$ cat config.mk
export PLATFORM = sky130hd
export DESIGN_NAME = lms_weight_update
export DESIGN_NICKNAME = d
export VERILOG_FILES = /design/src/rtl/lms_weight_update.sv
export SDC_FILE = /design/constraint.sdc
export NUM_CORES = 2
export LEC_CHECK = 0
export CORE_ASPECT_RATIO = 1.2
export CORE_MARGIN = 4
export CORE_UTILIZATION = 31
export CTS_CLUSTER_SIZE = 10
export DETAILED_ROUTE_END_ITERATION = 16
export PLACE_DENSITY = 0.51
export SYNTH_ARGS = -nofsm -noshare
export SYNTH_HDL_FRONTEND = slang
export SYNTH_SLANG_ARGS = --single-unit
export TNS_END_PERCENT = 10
$ cat constraint.sdc
create_clock -name clk -period 6.28 [get_ports clk]
set_clock_uncertainty 0.15 [all_clocks]
set_input_delay 1.256 -clock clk [delete_from_list [all_inputs] [get_ports clk]]
set_output_delay 1.256 -clock clk [all_outputs]
set_load 0.05 [all_outputs]
$ cat src/rtl/lms_weight_update.sv
// lms_weight_update: serial LMS coefficient updater for the adaptive filter.
// One shared multiplier, one tap per cycle; coefficients saturate on overflow.
//
// state | meaning
// IDLE  | waiting for start; w_clr clears coefficients here
// ISSUE | x_idx = 0..31, one product captured per cycle
// DRAIN | last product retires into the coefficient array
// DONE  | one-cycle done pulse, sat_flag valid
module lms_weight_update #(
  parameter int TAPS     = 32,
  parameter int XW       = 14,
  parameter int WW       = 32,
  parameter int MU_SHIFT = 4
) (
  input  logic                 clk,
  input  logic                 rstn,
  input  logic                 start,
  input  logic signed [XW-1:0] e,
  output logic [4:0]           x_idx,
  input  logic signed [XW-1:0] x_data,
  input  logic                 w_clr,
  input  logic [4:0]           w_rd_idx,
  output logic [WW-1:0]        w_rd_data,
  output logic                 busy,
  output logic                 done,
  output logic                 sat_flag
);

  localparam int PW = 2 * XW;

  typedef enum logic [1:0] {IDLE, ISSUE, DRAIN, DONE} state_t;

  state_t                state_q, state_d;
  logic [4:0]            cnt_q;
  logic signed [XW-1:0]  e_q;
  logic signed [PW-1:0]  prod_q;
  logic signed [PW-1:0]  prod_d;
  logic [4:0]            idx_q;
  logic                  vld_q;
  logic                  sat_q;
  logic signed [WW-1:0]  w_q [TAPS];

  logic                  accept;
  logic                  clear;
  logic signed [PW-1:0]  shifted;
  logic signed [WW:0]    delta;
  logic signed [WW:0]    sum;
  logic                  ovf;
  logic signed [WW-1:0]  wr_val;

  assign accept    = (state_q == IDLE) && start;
  assign clear     = (state_q == IDLE) && !start && w_clr;
  assign x_idx     = (state_q == ISSUE) ? cnt_q : 5'd0;
  assign busy      = (state_q != IDLE);
  assign done      = (state_q == DONE);
  assign sat_flag  = sat_q;
  assign w_rd_data = w_q[w_rd_idx];
  assign prod_d    = PW'(e_q) * PW'(x_data);

  // Write-stage arithmetic: one guard bit on the sum detects overflow.
  always_comb begin
    shifted = prod_q >>> MU_SHIFT;
    delta   = (WW+1)'(shifted);
    sum     = (WW+1)'(w_q[idx_q]) + delta;
    ovf     = (sum[WW] != sum[WW-1]);
    wr_val  = sum[WW-1:0];
    if (ovf) begin
      wr_val = sum[WW] ? {1'b1, {(WW-1){1'b0}}} : {1'b0, {(WW-1){1'b1}}};
    end
  end

  // State register.
  always_ff @(posedge clk or negedge rstn) begin
    if (!rstn) state_q <= IDLE;
    else       state_q <= state_d;
  end

  // Next-state logic.
  always_comb begin
    state_d = state_q;
    case (state_q)
      IDLE:    if (start) state_d = ISSUE;
      ISSUE:   if (cnt_q == 5'(TAPS - 1)) state_d = DRAIN;
      DRAIN:   state_d = DONE;
      DONE:    state_d = IDLE;
      default: state_d = IDLE;
    endcase
  end

  // Issue pipeline: latch error, step the tap counter, capture one product per cycle.
  always_ff @(posedge clk or negedge rstn) begin
    if (!rstn) begin
      e_q    <= '0;
      cnt_q  <= '0;
      prod_q <= '0;
      idx_q  <= '0;
      vld_q  <= 1'b0;
    end else begin
      vld_q <= (state_q == ISSUE);
      if (accept) begin
        e_q   <= e;
        cnt_q <= '0;
      end else if (state_q == ISSUE) begin
        prod_q <= prod_d;
        idx_q  <= cnt_q;
        cnt_q  <= cnt_q + 5'd1;
      end
    end
  end

  // Coefficient array: idle clear or one saturated write per retired product.
  always_ff @(posedge clk or negedge rstn) begin
    if (!rstn) begin
      for (int i = 0; i < TAPS; i++) w_q[i] <= '0;
    end else if (clear) begin
      for (int i = 0; i < TAPS; i++) w_q[i] <= '0;
    end else if (vld_q) begin
      w_q[idx_q] <= wr_val;
    end
  end

  // Saturation flag: cleared on accept, sticky for the rest of the pass.
  always_ff @(posedge clk or negedge rstn) begin
    if (!rstn)              sat_q <= 1'b0;
    else if (accept)        sat_q <= 1'b0;
    else if (vld_q && ovf)  sat_q <= 1'b1;
  end

endmodule
==> results.sh <==
export IMPL_fin_hold_ws_ps=352
export IMPL_path_cells="clkdlybuf4s15_1 > buf_2 > and2_1 > fa_1 > fa_1 > fa_2 > fa_1 > fa_1 > inv_2 > fa_1 > inv_2 > ha_4 > a21oi_4 > a21boi_2 > a311oi_2 > buf_4 > a31oi_4 > buf_6 > a211o_1 > a21oi_2 > xnor2_1 > a21oi_1"
export IMPL_cts_buffer_depth=3
export IMPL_synth_simple_area_share=0.0581
export IMPL_post_drt_wl_per_cell_um=31.1
export IMPL_netlist_area_sq_um=63700
export IMPL_rows=182
export IMPL_holdBufCountCts=0
export IMPL_final_setup_viol_count=0
export IMPL_grt_use_met3=0.0396
export IMPL_antenna_found_initial=2
export IMPL_final_antenna_net_count=0
export IMPL_drive_gt1_frac=0.286
export IMPL_maxCapViolCount=0
export IMPL_maxSlewViolCount=0
export IMPL_postSynthNetCount=5304
export IMPL_synth_mux_area_fraction=0.215
export IMPL_dp_final_hpwl_um=162000
export IMPL_core_area_sq_um=205000
export IMPL_drcViolationCount=0
export IMPL_clkLatencyLatePin_ps=800
export IMPL_cp_arrival_ps=6700
export IMPL_cp_buffers_inverters=6
export IMPL_preCtsSetupSlack_ps=-1360
export IMPL_crit_required_ps=6710
export IMPL_ioPinCount=77
export IMPL_drt_wl_total_um=245000
export IMPL_max_slew_margin=0.161
export IMPL_grt_first_pass_wirelength_um=358000
export IMPL_cp_max_fo=4
export IMPL_fp_dieArea_sq_um=213000
export IMPL_ys_flop_type="dfrtp_1"
export IMPL_max_slew_worst_pin_slew_ps=1250
export IMPL_firstDrtPassIters=5
export IMPL_rsz0062_at_grt="yes"
export IMPL_die_h_um=505
export IMPL_cts_root_buf="clkbuf_16"
export IMPL_grt_max_degree=151
export IMPL_via_count=47800
export IMPL_worst_path_stages=22
export IMPL_grtUsageMet1=0.294
export IMPL_hold_depth=2
export IMPL_synth_warnings=0
export IMPL_final_hold_viol_count=0
export IMPL_synthCells=4968
export IMPL_routabilityCongestion=0.876
export IMPL_startpoint_type="input pin"
export IMPL_finalCriticalPeriod_ps=6270
export IMPL_ys_types=78
export IMPL_synth_top_family_by_area="multiplexers"
export IMPL_met2_usage=0.371
export IMPL_ys_async_sr_fraction=1.00
export IMPL_period_share=0.998
export IMPL_clk_pin_slew_ps=60
export IMPL_cts_htree_levels=4
export IMPL_crit_top_cell="fa_1"
export IMPL_critPathTopFamily="adder cells"
export IMPL_synthXorXnorAreaFrac=0.00838
export IMPL_critPathKind="input pin to flop"
export IMPL_grt_busiest_layer="met2"
export IMPL_max_freq_ghz=0.160
export IMPL_area_growth_pct=17.6
export IMPL_cts_buffers=134
export IMPL_synth_compound_area_frac=0.167
export IMPL_synthDominantCellAreaShare=0.422
export IMPL_status="completed"
export IMPL_synth_edff_count=0
export IMPL_ys_seq_area_frac=0.422
export IMPL_die_x_um=422
export IMPL_drtIter0Drc=5071
export IMPL_cpPeakStageDelay_ps=540
export IMPL_synth_fa_ha_area_frac=0.0818
export IMPL_grt_overflow_total=0
export IMPL_synth_top_area_cell="dfrtp_1"
export IMPL_cts_tree="built"
export IMPL_fin_ws_ps=14.2
export IMPL_track_usage=0.226
export IMPL_routed_via_density=6.07
export IMPL_synth_area_leaders="dfrtp_1, mux4_2, a22o_1"
export IMPL_port_buffer_count=76
export IMPL_slowest_stage="fa_1"
export IMPL_cts_sinks=1076
export IMPL_grt_pass1_vias=49700
export IMPL_postSynthAreaPerCell_sq_um=12.8
export IMPL_nets=5460
export IMPL_rr_worst_depth=15
export IMPL_start_util=0.311
export IMPL_endpoint_kind="flop"
export IMPL_hp_class="flop to flop"
export IMPL_ys_seq_elements=1076
-- placed cells by master (no fill, tap or decap), types with 40 or more instances in the layout --
cell type  count
clkbuf_16    134
and2_1        97
ha_1          90
nand4_1       40
dfrtp_1     1073
a22oi_1      128
mux4_2       576
o21ai_0      163
xnor2_1       42
fa_1         181
a22o_1       768
buf_12        91
nor2_1        71
nand2_1      436
buf_4        322
o21ai_1      124
inv_1        225
mux2_2        63
a21oi_1       45
-- cells by family (layout without fill, tap and decap cells) --
logic type      count (synthesis)  count (layout)
compound gates               1394            1394
flops                        1076            1076
simple gates                  793             793
buf+inv                       702             928
mux                           643             643
fa+ha+maj                     299             299
xor+xnor                       61              61
other cells                     0               4
-- through the flow --
step	util	setup TNS, ps	instances	area [sq um]
4_1_cts	0.365	0	7849	74800
6_report	0.366	0	7866	75000
5_1_grt	0.366	-2520	7862	75000
3_5_place_dp	0.342	-18900	7621	70100
2_1_floorplan	-	-2730	4968	63900
3_3_place_gp	0.342	-18310	7621	70100
-- synth_stat cells (3+ instances only) --
cell type  number
nand4_1        40
a21oi_1        87
nor3_1         15
clkbuf_1      266
buf_6           5
o21ai_1       124
mux4_2        576
dfrtp_1      1076
and2_1        111
nand2b_1        6
nand2_1       444
buf_4          73
ha_1          103
nor2_1         77
a22oi_1       128
a31oi_1        11
o21ai_4         8
xor2_1         19
nor2b_1         3
mux2i_1         3
mux2_2         64
a211oi_1       11
fa_1          196
o211a_1         3
nor2_2         30
buf_2          55
a21o_1         33
o21bai_1        9
and3_1          9
or3_1          10
nor3b_1         3
and3b_1         3
buf_1          61
inv_1         239
o221ai_1        3
o21ai_0       168
o21a_1         11
nand2_2        15
nand3_1        10
xnor2_1        42
a22o_1        768
-- worst paths after layout --
kind / startpoint / end / slack, ps
max: x_data[11] / prod_q[27] / 10
min: w_q[918] / w_q[918] / 350
max reg2reg: idx_q[0] / w_q[872] / 110
min reg2reg: w_q[918] / w_q[918] / 350
max in group asynchronous: rstn / w_q[395] / 4080
min in group asynchronous: rstn / w_q[334] / 370
-- repair_timing --
| item | in CTS | in global routing |
|---|---|---|
| pin swaps | 47 | 47 |
| resized for setup | 103 | 64 |
| setup buffers | 20 | 13 |
| endpoints found under the setup margin | 14 | 96 |
| gates cloned | 4 | 0 |
-- flip-flops by register name, summed over array words and instances (netlist names) --
name      cells
cnt_q         5
idx_q         5
w_q        1024
vld_q         1
e_q          14
prod_q       24
sat_flag      1
state_q       2
-- worst reg2reg max path: stages (launching register included) --
cell,delay [ps]
dfrtp_4,630
buf_4,310
buf_12,280
mux4_2,610
a22oi_1,390
nand4_1,340
ha_1,530
and3_1,330
nand4_1,180
a2111oi_2,310
o31ai_2,140
and2_4,200
nand2_2,150
o211ai_4,240
o21ai_4,1020
a22o_1,300
-- layer usage --
layer / up-vias / share of wire
met4: 2 / 0.051
met2: 2544 / 0.48
met5: - / 0.000053
met3: 575 / 0.079
met1: 25500 / 0.39
li1: 19200 / -
-- layout make-up --
| type | count | area [sq um] |
|---|---|---|
| clock buffer | 185 | 3740 |
| timing repair buffer | 482 | 4960 |
| clock inverter | 21 | 454 |
| multi-input combinational | 3190 | 34600 |
| sequential | 1076 | 26900 |
| inverter | 240 | 903 |
| antenna | 4 | 10.0 |
| fill | 19600 | 130000 |
| tap | 2668 | 3340 |
Power is left out: the tool's default activity adds up to more than one toggle a clock period on the data nets, which glitch-free logic cannot reach.
